### src/rtl/adc_lvds_pkg.sv
// adc_lvds_pkg: mode encodings and frame pattern shared by the ADC serial TX emulator and the aligner
package adc_lvds_pkg;

    typedef enum logic [1:0] {
        MODE_SAMPLE = 2'd0,
        MODE_RAMP   = 2'd1,
        MODE_FIXED  = 2'd2,
        MODE_CHECK  = 2'd3
    } modeT;

    localparam logic [15:0] FRM_PATTERN_DEFAULT = 16'b0011111110000000;

endpackage

### src/rtl/adc_tx_sample_fifo.sv
// adc_tx_sample_fifo: 2-entry sample buffer with registered count-based Full/Empty
//   EmuClk, EmuRst_n : clock, asynchronous active-low reset
//   WrEn, WrData     : push (ignored while Full)
//   RdEn, RdData     : pop (ignored while Empty), RdData shows the head
//   Full, Empty      : occupancy flags from the registered count
module adc_tx_sample_fifo #(
    parameter int Width = 28
) (
    input  logic             EmuClk,
    input  logic             EmuRst_n,
    input  logic             WrEn,
    input  logic [Width-1:0] WrData,
    input  logic             RdEn,
    output logic [Width-1:0] RdData,
    output logic             Full,
    output logic             Empty
);

    logic [Width-1:0] mem [2];
    logic             wrPtr, rdPtr, doWr, doRd;
    logic [1:0]       count;

    assign Full   = count == 2'd2;
    assign Empty  = count == 2'd0;
    assign doWr   = WrEn && !Full;
    assign doRd   = RdEn && !Empty;
    assign RdData = mem[rdPtr];

    always_ff @(posedge EmuClk or negedge EmuRst_n) begin
        if (!EmuRst_n) begin
            mem[0] <= '0;
            mem[1] <= '0;
            wrPtr  <= 1'b0;
            rdPtr  <= 1'b0;
            count  <= 2'd0;
        end else begin
            if (doWr) begin
                mem[wrPtr] <= WrData;
                wrPtr      <= ~wrPtr;
            end
            if (doRd) rdPtr <= ~rdPtr;
            count <= count + 2'(doWr) - 2'(doRd);
        end
    end

endmodule

### src/rtl/adc_lvds_tx_emulator.sv
// adc_lvds_tx_emulator: multi-lane ADC serial transmitter model with frame line and word-phase slip
//   EmuClk, EmuRst_n : bit clock, asynchronous active-low reset
//   Enable, Mode     : transmit enable, word source (sample/ramp/fixed/checkerboard)
//   SlipOffset       : word rotation latched at each word load
//   SampleData/Valid/Ready : parallel sample handshake into a 2-entry buffer
//   FrmOut, DataOut, WordStart : registered serial outputs
//   UnderrunCnt      : saturating count of empty-buffer loads in sample mode
module adc_lvds_tx_emulator
    import adc_lvds_pkg::*;
#(
    parameter int          AdcBits    = 14,
    parameter logic [15:0] FrmPattern = FRM_PATTERN_DEFAULT,
    parameter int          Lanes      = 2,
    parameter logic [13:0] TestWord   = 14'h2A5C
) (
    input  logic                     EmuClk,
    input  logic                     EmuRst_n,
    input  logic                     Enable,
    input  logic [1:0]               Mode,
    input  logic [3:0]               SlipOffset,
    input  logic [Lanes*AdcBits-1:0] SampleData,
    input  logic                     SampleValid,
    output logic                     SampleReady,
    output logic                     FrmOut,
    output logic [Lanes-1:0]         DataOut,
    output logic                     WordStart,
    output logic [7:0]               UnderrunCnt
);

    localparam logic [AdcBits-1:0] FrmBits  = FrmPattern[AdcBits-1:0];
    localparam logic [AdcBits-1:0] TestBits = TestWord[AdcBits-1:0];

    logic [Lanes*AdcBits-1:0] shiftWord, nextWord, fifoData;
    logic [AdcBits-1:0]       ramp;
    logic [3:0]               bitCnt, offset, j, pos;
    logic [4:0]               sum;
    logic [Lanes-1:0]         dataBits;
    logic                     running, checkPhase, fifoFull, fifoEmpty, loadNow, popReq;

    adc_tx_sample_fifo #(.Width(Lanes*AdcBits)) sampleFifo (
        .EmuClk  (EmuClk),
        .EmuRst_n(EmuRst_n),
        .WrEn    (SampleValid),
        .WrData  (SampleData),
        .RdEn    (popReq),
        .RdData  (fifoData),
        .Full    (fifoFull),
        .Empty   (fifoEmpty)
    );

    assign SampleReady = !fifoFull;
    // running is low on the first enabled cycle after reset/idle: that edge loads a word without emitting a bit
    assign loadNow     = Enable && (!running || bitCnt == 4'(AdcBits-1));
    assign popReq      = loadNow && Mode == MODE_SAMPLE;
    assign nextWord    = Mode == MODE_SAMPLE ? (fifoEmpty ? '0 : fifoData) :
                         Mode == MODE_RAMP   ? {Lanes{ramp}} :
                         Mode == MODE_FIXED  ? {Lanes{TestBits}} :
                         checkPhase          ? '0 : '1;

    // Rotated bit position: cycle i emits bit AdcBits-1-((i+offset) mod AdcBits)
    assign sum = {1'b0, bitCnt} + {1'b0, offset};
    assign j   = sum >= 5'(AdcBits) ? 4'(sum - 5'(AdcBits)) : sum[3:0];
    assign pos = 4'(AdcBits-1) - j;

    always_comb begin
        dataBits = '0;
        for (int k = 0; k < Lanes; k++) dataBits[k] = shiftWord[k*AdcBits + int'(pos)];
    end

    always_ff @(posedge EmuClk or negedge EmuRst_n) begin
        if (!EmuRst_n) begin
            shiftWord   <= '0;
            ramp        <= '0;
            bitCnt      <= '0;
            offset      <= '0;
            running     <= 1'b0;
            checkPhase  <= 1'b0;
            FrmOut      <= 1'b0;
            DataOut     <= '0;
            WordStart   <= 1'b0;
            UnderrunCnt <= '0;
        end else if (!Enable) begin
            bitCnt     <= '0;
            running    <= 1'b0;
            checkPhase <= 1'b0;
            FrmOut     <= 1'b0;
            DataOut    <= '0;
            WordStart  <= 1'b0;
        end else begin
            running <= 1'b1;
            if (running) begin
                DataOut   <= dataBits;
                FrmOut    <= FrmBits[pos];
                WordStart <= bitCnt == 4'd0;
                bitCnt    <= bitCnt == 4'(AdcBits-1) ? 4'd0 : bitCnt + 4'd1;
            end
            if (loadNow) begin
                shiftWord <= nextWord;
                offset    <= int'(SlipOffset) >= AdcBits ? 4'd0 : SlipOffset;
                if (Mode == MODE_RAMP) ramp <= ramp + AdcBits'(1);
                if (Mode == MODE_CHECK) checkPhase <= ~checkPhase;
                if (Mode == MODE_SAMPLE && fifoEmpty && UnderrunCnt != 8'hFF) UnderrunCnt <= UnderrunCnt + 8'd1;
            end
        end
    end

endmodule
### config.mk
export PLATFORM = sky130hd
export DESIGN_NAME = adc_lvds_tx_emulator
export DESIGN_NICKNAME = d
export VERILOG_FILES = /design/src/rtl/adc_lvds_pkg.sv /design/src/rtl/adc_tx_sample_fifo.sv /design/src/rtl/adc_lvds_tx_emulator.sv
export SDC_FILE = /design/constraint.sdc
export NUM_CORES = 1
export LEC_CHECK = 0
export CORE_UTILIZATION = 35
export DETAILED_ROUTE_END_ITERATION = 16
export HOLD_SLACK_MARGIN = 0.06
export SETUP_SLACK_MARGIN = 0.5
export SLEW_MARGIN = 15
export SYNTH_ARGS = -nofsm -noshare
export SYNTH_HDL_FRONTEND = slang
export SYNTH_SLANG_ARGS = --single-unit
### constraint.sdc
create_clock -name EmuClk -period 9.3 [get_ports EmuClk]
set_clock_uncertainty 0.1 [all_clocks]
set_input_delay 1.86 -clock EmuClk [delete_from_list [all_inputs] [get_ports EmuClk]]
set_output_delay 1.86 -clock EmuClk [all_outputs]
set_load 0.005 [all_outputs]
==> results.yml <==
logic_synthesis:
  yosysMostFrequentCell: "dfrtp_1"
  synth_common_cells: "dfrtp_1 (124), mux2_2 (62), nand2_1 (48)"
  synth_seq_cells: 124
  synth_top_area_share: 0.499
  synth_cells: 540
  ys_types: 60
  synth_fp_nets: 593
  synth-seq-area-share: 0.499
  synth_area_leaders: "dfrtp_1 (50%), mux2_2 (11%), mux2i_1 (5.0%), nand2_1 (2.9%), ha_1 (2.8%)"
  syn-cell-area_um2: 6220
  ys_async_sr_fraction: 1.00
  yosysTopAreaCell: "dfrtp_1"
  synth.avg_cell_area_um2: 11.5
  synth_edf_count: 0
  yosys_warnings: 0
  synth_flop_cell: "dfrtp_1"
power_and_ir_drop:
  p_total_mw: 2.18
  powerDensity_nw_per_um2: 289
  ir_drop_uv: 157
  power_leakage_nw: 3.25
global_route:
  antenna_found_initial: 0
  grt_pass1_vias: 4292
  overflow: 0
  track_usage: 0.160
  grt_pass1_wl_um: 22300
  grt_max_degree: 79
timing:
  final_max_slew_viol_count: 0
  fin_hold_ws_ns: 0.383
  fin_crit_ns: 5.35
  slew_headroom: 0.344
  finalCritPeriodShare: 0.575
  fin_tns_setup_ns: 0
  setup_viol: 0
  rsz0062_at_grt: "false"
  hold_violations: 0
  setup_slack_ns: 3.95
  tightest_slew_ns: 0.984
  max_freq_mhz: 187
place:
  post_dp_cell_area_um2: 6910
  preCtsSetupSlack_ns: 4.02
  hpwlAfterDp_um: 9760
  portBuffers: 50
  gp_congestion: 0.849
setup_path:
  cp-end-kind: "flop"
  crit_buf_inv: 0
  critical_path_arrival_ns: 5.54
  r2r-start: "bitCnt[0]"
  cp_max_fo: 12
  slowest_delay_ns: 0.78
  cpLargestDelayFamily: "adder cells"
  cp_num_cells: 15
  reg2reg_to: "DataOut[1]"
  r2r_cells: 15
  path_cells: "ha_1 > fa_1 > ha_1 > nand3b_1 > mux2i_1 > nor2_1 > mux2_2 > ha_1 > mux4_2 > nand2_1 > a21oi_1 > or4_1 > a311oi_1 > mux2_2 > a21oi_1"
  slowest_stage: "fa_1"
  critPathRequiredTime_ns: 9.49
  ff2ff_setup_slack_ns: 3.95
  crit_path_start_kind: "flop"
  crit_top_cell: "ha_1"
  path_class: "flop to flop"
floorplan:
  dieArea_um2: 18300
  die_y_um: 135
  start_util: 0.360
  io_pins: 51
  core_area_um2: 17300
  dieWidth_um: 135
  rows: 48
drt:
  routed_via_density: 5.34
  drc: 0
  dr.pass1.iters: 4
  dr.first_iter.drc_count: 269
  num_vias: 4408
  post_drt_wl_per_cell_um: 16.5
  ant_nets: 0
  wl_um: 13600
clock_tree:
  insertion_delay_ns: 0.41
  cts_hold_buf: 0
  cts_tree: "done"
  cts_made_buffers: 17
  cts-root-buf: "clkbuf_16"
  cts.repair.resized: 0
  cts.sinks: 124
  htreeDepth: 4
  ctsLongestPathBuffers: 2
  post_cts_buffers: 0
  clkTransAtPathRegs_ns: 0.05
job:
  drv_cap: 0
finish:
  fin_nets: 640
  area_growth_pct: 21.5
  register_area_um2: 3100
  fillers: 1627
  drive_above_1_share: 0.195
  diodes: 0
  multi_input_area_um2: 2950
  fin_area_um2: 7560
status:
  outcome: "finished, final reports clean"
min_path:
  min_delay_path_depth: 1
  worstHoldStart: "ramp[13]"
  whs_endpoint: "ramp[13]"
  min_path_type: "flop to flop"
==> cell usage in the layout (no fill, tap or decap), types with 2 or more instances in the layout <==
master / instances
a211oi_1: 3
a21oi_1: 33
a41o_1: 2
and2_1: 5
and3_1: 5
buf_4: 6
bufinv_16: 4
clkbuf_16: 17
clkbuf_8: 2
clkdlybuf4s50_1: 49
clkinv_4: 6
dfrtp_1: 124
ha_1: 14
inv_1: 12
mux2_2: 62
mux2i_1: 31
mux4_1: 2
mux4_2: 5
nand2_1: 48
nand2b_1: 3
nand3_1: 16
nand3b_1: 4
nand4_1: 5
nor2_1: 13
nor2_4: 2
nor2b_1: 3
nor3_1: 13
nor3b_1: 2
o2111ai_1: 3
o211ai_1: 14
o21ai_0: 35
or4_1: 2
xnor2_1: 18
xor2_1: 8
==> worst max path at each step <==
stage	from	end	slack (ns)
2_1_floorplan	bitCnt[0]	DataOut[1]	4.57
3_3_place_gp	bitCnt[0]	DataOut[1]	4.15
3_5_place_dp	bitCnt[0]	DataOut[1]	4.02
4_1_cts	bitCnt[0]	DataOut[1]	4.00
5_1_grt	bitCnt[0]	DataOut[1]	3.67
6_report	bitCnt[0]	DataOut[1]	3.95
==> stage by stage <==
stage                     utilization  std cells
after global routing            0.437        825
after detailed placement        0.400        793
after CTS                       0.437        825
after floorplan                     -        540
after global placement          0.400        793
final                           0.437        825
==> area by class of cell <==
type	count	area share
Sequential cell	124	0.411
Clock inverter	12	0.0247
Tap cell	225	0.0373
Timing Repair Buffer	55	0.0709
Multi-Input combinational cell	377	0.390
Clock buffer	20	0.0604
Inverter	12	0.00596
==> report_power, final <==
part	switching, mW	total (mW)	internal [mW]
clock	0.243	0.709	0.466
combinational	0.298	0.630	0.333
sequential	0.117	0.841	0.724
total	0.658	2.18	1.52
==> state kept, by name (all words and copies together) (netlist names) <==
| signal | flops |
|---|---|
| ramp | 14 |
| WordStart | 1 |
| UnderrunCnt | 8 |
| sampleFifo.mem | 56 |
| sampleFifo.rdPtr | 1 |
| checkPhase | 1 |
| shiftWord | 28 |
| DataOut | 2 |
| bitCnt | 4 |
| sampleFifo.wrPtr | 1 |
| running | 1 |
| FrmOut | 1 |
| sampleFifo.count | 2 |
| offset | 4 |
==> cells by family (layout without fill, tap and decap cells) <==
family	Yosys count	after routing	synth area share
DFF	124	124	0.499
and+or+nand+nor	126	126	0.101
muxes	101	101	0.191
buffers and inverters	39	99	0.0288
adders and majority gates	15	15	0.0314
xor gates and xnor gates	26	26	0.0366
AOI/OAI and AO/OA	109	109	0.112
==> per-layer routing <==
metal  share of wire  routed length (um)  vias up  global-route usage
li1                -                   -     2063                   -
met1            0.46                6280     2220               0.217
met2            0.48                6540      107               0.245
met3           0.042                 578       18              0.0453
met4           0.018                 242        0              0.0568
met5               0                   0        -                   0
No activity file was read; power rests on OpenSTA's default activity.
